===== config.mk =====
export PLATFORM = sky130hd
export DESIGN_NAME = keypad_scanner
export DESIGN_NICKNAME = d
export VERILOG_FILES = /design/src/rtl/keypad_scanner.sv
export SDC_FILE = /design/constraint.sdc
export NUM_CORES = 1
export LEC_CHECK = 0
export ABC_AREA = 1
export ABC_CLOCK_PERIOD_IN_PS = 4850
export BUFFER_PORTS_ARGS = -buffer_cell sky130_fd_sc_hd__buf_2
export CAP_MARGIN = 30
export CORE_MARGIN = 2
export CORE_UTILIZATION = 50
export CTS_CLUSTER_DIAMETER = 50
export DETAILED_ROUTE_END_ITERATION = 10
export GPL_TIMING_DRIVEN = 0
export HOLD_SLACK_MARGIN = 0.03
export PLACE_DENSITY = 0.76
export SYNTH_ARGS = -nofsm -noshare
export SYNTH_HDL_FRONTEND = slang
export SYNTH_SLANG_ARGS = --single-unit

===== constraint.sdc =====
create_clock -name clk -period 4.85 [get_ports clk]
set_clock_uncertainty 0.15 [all_clocks]
set_input_delay 0.97 -clock clk [delete_from_list [all_inputs] [get_ports clk]]
set_output_delay 0.97 -clock clk [all_outputs]
set_load 0.005 [all_outputs]

===== src/rtl/keypad_scanner.sv =====
// keypad_scanner: scans a 3-column x 4-row active-low keypad, debounces the key found and
// emits one single-cycle 3-bit key code per press. Define KEYPAD_REPEAT_EN for auto-repeat.
module keypad_scanner #(
  parameter logic [3:0]  SCAN_CYCLES    = 4'd8,
  parameter logic [15:0] DEBOUNCE_COUNT = 16'd1000,
  parameter logic [23:0] REPEAT_CYCLES  = 24'd500000
) (
  input  logic       clk,
  input  logic       reset,
  input  logic [3:0] row,
  output logic [2:0] col,
  output logic [2:0] kp_out,
  output logic       kp_valid,
  output logic       key_held
);

  typedef enum logic [1:0] {
    S_SCAN,
    S_DEBOUNCE,
    S_HELD,
    S_RELEASE
  } state_t;

  localparam logic [3:0] SCAN_LAST = SCAN_CYCLES - 4'd1;
  localparam logic [3:0] ROWS_IDLE = 4'b1111;

  // The synchronizer needs two cycles, so a window shorter than three never sees its own rows.
  if (SCAN_CYCLES < 4'd3) begin : g_chk_scan
    $error("keypad_scanner: SCAN_CYCLES must be at least 3");
  end
  if (DEBOUNCE_COUNT == 16'd0) begin : g_chk_debounce
    $error("keypad_scanner: DEBOUNCE_COUNT must be nonzero");
  end
  if (REPEAT_CYCLES == 24'd0) begin : g_chk_repeat
    $error("keypad_scanner: REPEAT_CYCLES must be nonzero");
  end

  function automatic logic [15:0] sat_inc16(input logic [15:0] v);
    return (v == 16'hFFFF) ? v : v + 16'd1;
  endfunction

`ifdef KEYPAD_REPEAT_EN
  function automatic logic [23:0] sat_inc24(input logic [23:0] v);
    return (v == 24'hFFFFFF) ? v : v + 24'd1;
  endfunction
`endif

  function automatic logic [1:0] next_col(input logic [1:0] c);
    return (c == 2'd2) ? 2'd0 : c + 2'd1;
  endfunction

  // Returns 3'b000 for unmapped keys and for patterns with more than one row low.
  function automatic logic [2:0] key_code(input logic [3:0] rows_n, input logic [1:0] c);
    logic [2:0] kc;
    case ({rows_n, c})
      {4'b1110, 2'd0}: kc = 3'b001;
      {4'b1110, 2'd1}: kc = 3'b010;
      {4'b1110, 2'd2}: kc = 3'b011;
      {4'b1101, 2'd0}: kc = 3'b100;
      {4'b1101, 2'd1}: kc = 3'b101;
      {4'b0111, 2'd0}: kc = 3'b110;
      {4'b0111, 2'd2}: kc = 3'b111;
      default:         kc = 3'b000;
    endcase
    return kc;
  endfunction

  state_t      state, state_nxt;
  logic [1:0]  col_idx, col_idx_nxt;
  logic [3:0]  scan_cnt, scan_cnt_nxt;
  logic [15:0] cnt, cnt_nxt;
  logic [3:0]  row_p0, rs;
  logic [3:0]  lat_row, lat_row_nxt;
  logic [2:0]  lat_code, lat_code_nxt;
  logic [2:0]  kp_out_nxt;
  logic        kp_valid_nxt;
  logic [2:0]  scan_code;
`ifdef KEYPAD_REPEAT_EN
  logic [23:0] rep_cnt, rep_cnt_nxt;
`endif

  assign scan_code = key_code(rs, col_idx);
  assign key_held  = (state == S_HELD) || (state == S_RELEASE);

  always_comb begin
    case (col_idx)
      2'd1:    col = 3'b101;
      2'd2:    col = 3'b011;
      default: col = 3'b110;
    endcase
  end

  always_comb begin
    state_nxt    = state;
    col_idx_nxt  = col_idx;
    scan_cnt_nxt = scan_cnt;
    cnt_nxt      = cnt;
    lat_row_nxt  = lat_row;
    lat_code_nxt = lat_code;
    kp_valid_nxt = 1'b0;
    kp_out_nxt   = 3'b000;
`ifdef KEYPAD_REPEAT_EN
    rep_cnt_nxt  = 24'd0;
`endif
    unique case (state)
      S_SCAN: begin
        if (scan_cnt == SCAN_LAST) begin
          scan_cnt_nxt = 4'd0;
          if (scan_code != 3'b000) begin
            state_nxt    = S_DEBOUNCE;
            lat_row_nxt  = rs;
            lat_code_nxt = scan_code;
            cnt_nxt      = 16'd0;
          end else begin
            col_idx_nxt = next_col(col_idx);
          end
        end else begin
          scan_cnt_nxt = scan_cnt + 4'd1;
        end
      end
      S_DEBOUNCE: begin
        if (cnt == DEBOUNCE_COUNT) begin
          state_nxt    = S_HELD;
          kp_valid_nxt = 1'b1;
          kp_out_nxt   = lat_code;
        end else if (rs == lat_row) begin
          cnt_nxt = sat_inc16(cnt);
        end else begin
          state_nxt    = S_SCAN;
          col_idx_nxt  = next_col(col_idx);
          scan_cnt_nxt = 4'd0;
        end
      end
      S_HELD: begin
        // Only a full release matters here; extra keys in the frozen column are ignored.
        if (rs == ROWS_IDLE) begin
          state_nxt = S_RELEASE;
          cnt_nxt   = 16'd0;
        end
`ifdef KEYPAD_REPEAT_EN
        else if (rep_cnt == REPEAT_CYCLES) begin
          kp_valid_nxt = 1'b1;
          kp_out_nxt   = lat_code;
        end else begin
          rep_cnt_nxt = sat_inc24(rep_cnt);
        end
`endif
      end
      S_RELEASE: begin
        if (cnt == DEBOUNCE_COUNT) begin
          state_nxt    = S_SCAN;
          col_idx_nxt  = next_col(col_idx);
          scan_cnt_nxt = 4'd0;
          cnt_nxt      = 16'd0;
        end else if (rs == ROWS_IDLE) begin
          cnt_nxt = sat_inc16(cnt);
        end else begin
          state_nxt = S_HELD;
        end
      end
      default: state_nxt = S_SCAN;
    endcase
  end

  // Row synchronizer and latched key: data only, no reset needed.
  always_ff @(posedge clk) begin
    row_p0   <= row;
    rs       <= row_p0;
    lat_row  <= lat_row_nxt;
    lat_code <= lat_code_nxt;
  end

  always_ff @(posedge clk) begin
    if (!reset) begin
      state    <= S_SCAN;
      col_idx  <= 2'd0;
      scan_cnt <= 4'd0;
      cnt      <= 16'd0;
      kp_valid <= 1'b0;
      kp_out   <= 3'b000;
`ifdef KEYPAD_REPEAT_EN
      rep_cnt  <= 24'd0;
`endif
    end else begin
      state    <= state_nxt;
      col_idx  <= col_idx_nxt;
      scan_cnt <= scan_cnt_nxt;
      cnt      <= cnt_nxt;
      kp_valid <= kp_valid_nxt;
      kp_out   <= kp_out_nxt;
`ifdef KEYPAD_REPEAT_EN
      rep_cnt  <= rep_cnt_nxt;
`endif
    end
  end

endmodule


==> flow_metrics.py <==
metrics = {
    "status": {
        "status": "completed",
    },
    "finish": {
        "area.growth.synth_to_final_pct": 10.3,
        "diodes": 0,
        "final_cell_mix": "sky130_fd_sc_hd__nand2_1, sky130_fd_sc_hd__nor2_1, sky130_fd_sc_hd__inv_1",
        "final_common_cell": "sky130_fd_sc_hd__nand2_1",
        "final_cells": 482,
        "post_route_cells_drive_above_1_share_pct": 10.9,
        "final_net_count": 426,
        "fin_area_um2": 2830,
    },
    "cts": {
        "post_cts_setup_buffer_count": 0,
        "clkTransAtPathRegs_ns": 0.09,
        "cts_max_path_buffers": 2,
        "total_cts_buffers": 5,
        "cts.hold.buffers_added": 0,
        "cts-htree-levels": 2,
        "cts_tree": "built",
        "post_cts_resized": 0,
        "clock_tree_root": "sky130_fd_sc_hd__clkbuf_8",
        "clock-sinks": 43,
        "clock_insertion_delay_worst_skew_ns": 0.30,
    },
    "route": {
        "detailedRoute.firstPassIterationCount": 5,
        "wl_cell_um": 11.5,
        "route.detailed.vias_per_inst": 4.99,
        "final_wl_um": 5560,
        "ant_nets": 0,
        "num_vias": 2407,
        "first_iter_violations": 222,
        "detail_route.drc_violations": 0,
    },
    "sta": {
        "final-setup-viol-count": 0,
        "fin_hold_ws_ns": 0.184,
        "fin_setup_tns_ns": 0,
        "post-route-worst-setup-slack_ns": 2.52,
        "highest_clock_rate_mhz": 430,
        "finalWorstPathRequiredPeriod_ns": 2.33,
        "worstMarginPinSlew_ns": 0.578,
        "post-route-period-util_pct": 48.0,
        "finalHoldViolations": 0,
        "rsz0062_at_grt": "no",
        "maxSlewHeadroom_pct": 61.3,
        "maxSlewViolCount": 0,
    },
    "setup_path": {
        "cp-end-kind": "output port",
        "worst_setup_path_start_kind": "flop",
        "setup.worst_path.class": "reg -> out",
        "crit_arrival_ns": 1.21,
        "worstPathRequired_ns": 3.73,
        "top_fanout_value_on_the_critical_path": 5,
    },
    "pwr": {
        "vdd.ir_drop.worst_v": 0.000187,
        "p_leak_uw": 0.00126,
        "power.net_switching_uw": 155,
        "sequentialPowerShare_pct": 54.2,
        "internal_power_uw": 532,
        "p_comb_share_pct": 3.8,
        "power.switching_fraction_pct": 22.6,
        "power_density_nw_per_um2": 243,
        "clkPwrFrac_pct": 42.0,
    },
    "logic_synthesis": {
        "post_synth_and_or_nand_nor_area_fraction_pct": 41.2,
        "synth.lib_cells_used.distinct": 31,
        "synth.largest_area_cell": "sky130_fd_sc_hd__dfxtp_1",
        "ys_seq_elements": 43,
        "post_synthesis_compound_gate_area_fraction_pct": 7.47,
        "post_synth_xor_area_fraction_pct": 1.71,
        "syn_area_per_cell_um2": 6.54,
        "synth.net_count": 407,
        "synth_adder_area_share_pct": 4.39,
        "synth.mux.area_fraction_pct": 0,
        "post_synth_main_area_contributors": "sky130_fd_sc_hd__dfxtp_1, sky130_fd_sc_hd__nand2_1, sky130_fd_sc_hd__nor2_1",
        "largest_family_of_logic_cells_by_synthesized_area": "simple AND/OR/NAND/NOR gates",
        "synthesis.area_um2": 2560,
        "post_synthesis_instance_total": 392,
        "netlist.area_leader.share_pct": 28.1,
        "synth_seq_area_share_pct": 36.3,
        "yosys_warnings": 0,
    },
    "place": {
        "cell_area_after_placement_um2": 2710,
        "io_buffer_count": 12,
        "place_worst_setup_slack_ns": 2.61,
        "placed_cells_incl_taps": 474,
        "place_hpwl_um": 4090,
        "globalplace.congestion": 0.943,
    },
    "die": {
        "die_area_um2": 5710,
        "die_height_um": 75.6,
        "core_area_um2": 5010,
        "placementRows": 26,
        "die_width_um": 75.6,
        "floorplan.initialDensity_pct": 51.1,
        "ios": 14,
    },
    "grt": {
        "maximum_number_of_pins_on_one_net_before_global_route_repair": 16,
        "vias_in_the_first_global_route": 2035,
        "first_pass_grt_wire_length_um": 9230,
        "globalRouteTotalUtil_pct": 21.1,
        "antenna_found_initial": 0,
        "global_route.overflow_total": 0,
    },
    "worst_hold_path": {
        "hold_path_class": "reg -> reg",
    },
    "flow_run": {
        "drv.max_cap_violation_count": 0,
    },
}
## power by group through the flow
stage / Sequential [uW] / Clock, uW / Combinational, uW
floorplan: 379 / 0 / 19.1
global placement: 380 / 0 / 24.9
detailed placement: 380 / 0 / 25.8
CTS: 372 / 299 / 26.0
global route: 373 / 312 / 29.4
finish: 372 / 289 / 25.9
## critical path, stage by stage, from the launching register on
cell and delay [ns]:
sky130_fd_sc_hd__dfxtp_1 0.37, sky130_fd_sc_hd__inv_1 0.11, sky130_fd_sc_hd__ha_1 0.30, sky130_fd_sc_hd__buf_2 0.12
## layer usage
layer,wire length [um],global-route usage [%],vias up
met5,0,0,-
met4,68,6.43,0
met3,243,4.76,6
met2,2500,32.4,62
met1,2750,29.8,1063
li1,-,-,1276
## state kept, by name (all words and copies together) (netlist names)
register / count
cnt: 16
lat_row: 4
row_p0: 4
rs: 4
scan_cnt: 4
kp_out: 3
lat_code: 3
col_idx: 2
state: 2
kp_valid: 1
## synthesized netlist by cell type, drive strengths merged
library cell  number
o211ai             1
nand4              6
and2               1
edfxtp             7
xor2               4
a21oi             25
inv               53
a22oi              1
a31oi              2
clkbuf             3
nand3             39
or2                2
o21ai              7
ha                 9
buf                2
xnor2              1
nand2            126
nand3b             1
dfxtp             36
nor2              63
nor3               3
## logic make-up after synthesis
kind of cell    after synthesis
flops                        43
fa+ha+maj                     9
simple gates                241
xor+xnor                      5
compound gates               36
buf+inv                      58
## final cells by class
class                   count  area [um2]
well taps                  70        87.6
clock inverters             3        46.3
multi-input cells         291        1400
repair buffers             12        60.1
inverters                  53         199
fillers                   515        2180
plain buffers               5        30.0
flip-flops and latches     43         931
clock buffers               5        68.8
## path summary, 6_finish.rpt
check	start	to	slack, ns	cells after the start
max	col_idx[0]	col[0]	2.52	3
min	row_p0[2]	rs[2]	0.18	0
max reg2reg	cnt[0]	cnt[0]	2.66	9
min reg2reg	row_p0[2]	rs[2]	0.18	0
## metrics by stage
| step | util [%] | power (uW) |
|---|---|---|
| floorplan | - | 398 |
| global placement | 54.1 | 405 |
| detailed placement | 54.1 | 406 |
| CTS | 56.4 | 698 |
| global route | 56.4 | 715 |
| finish | 56.4 | 687 |
No activity file was read; power rests on OpenSTA's default activity.
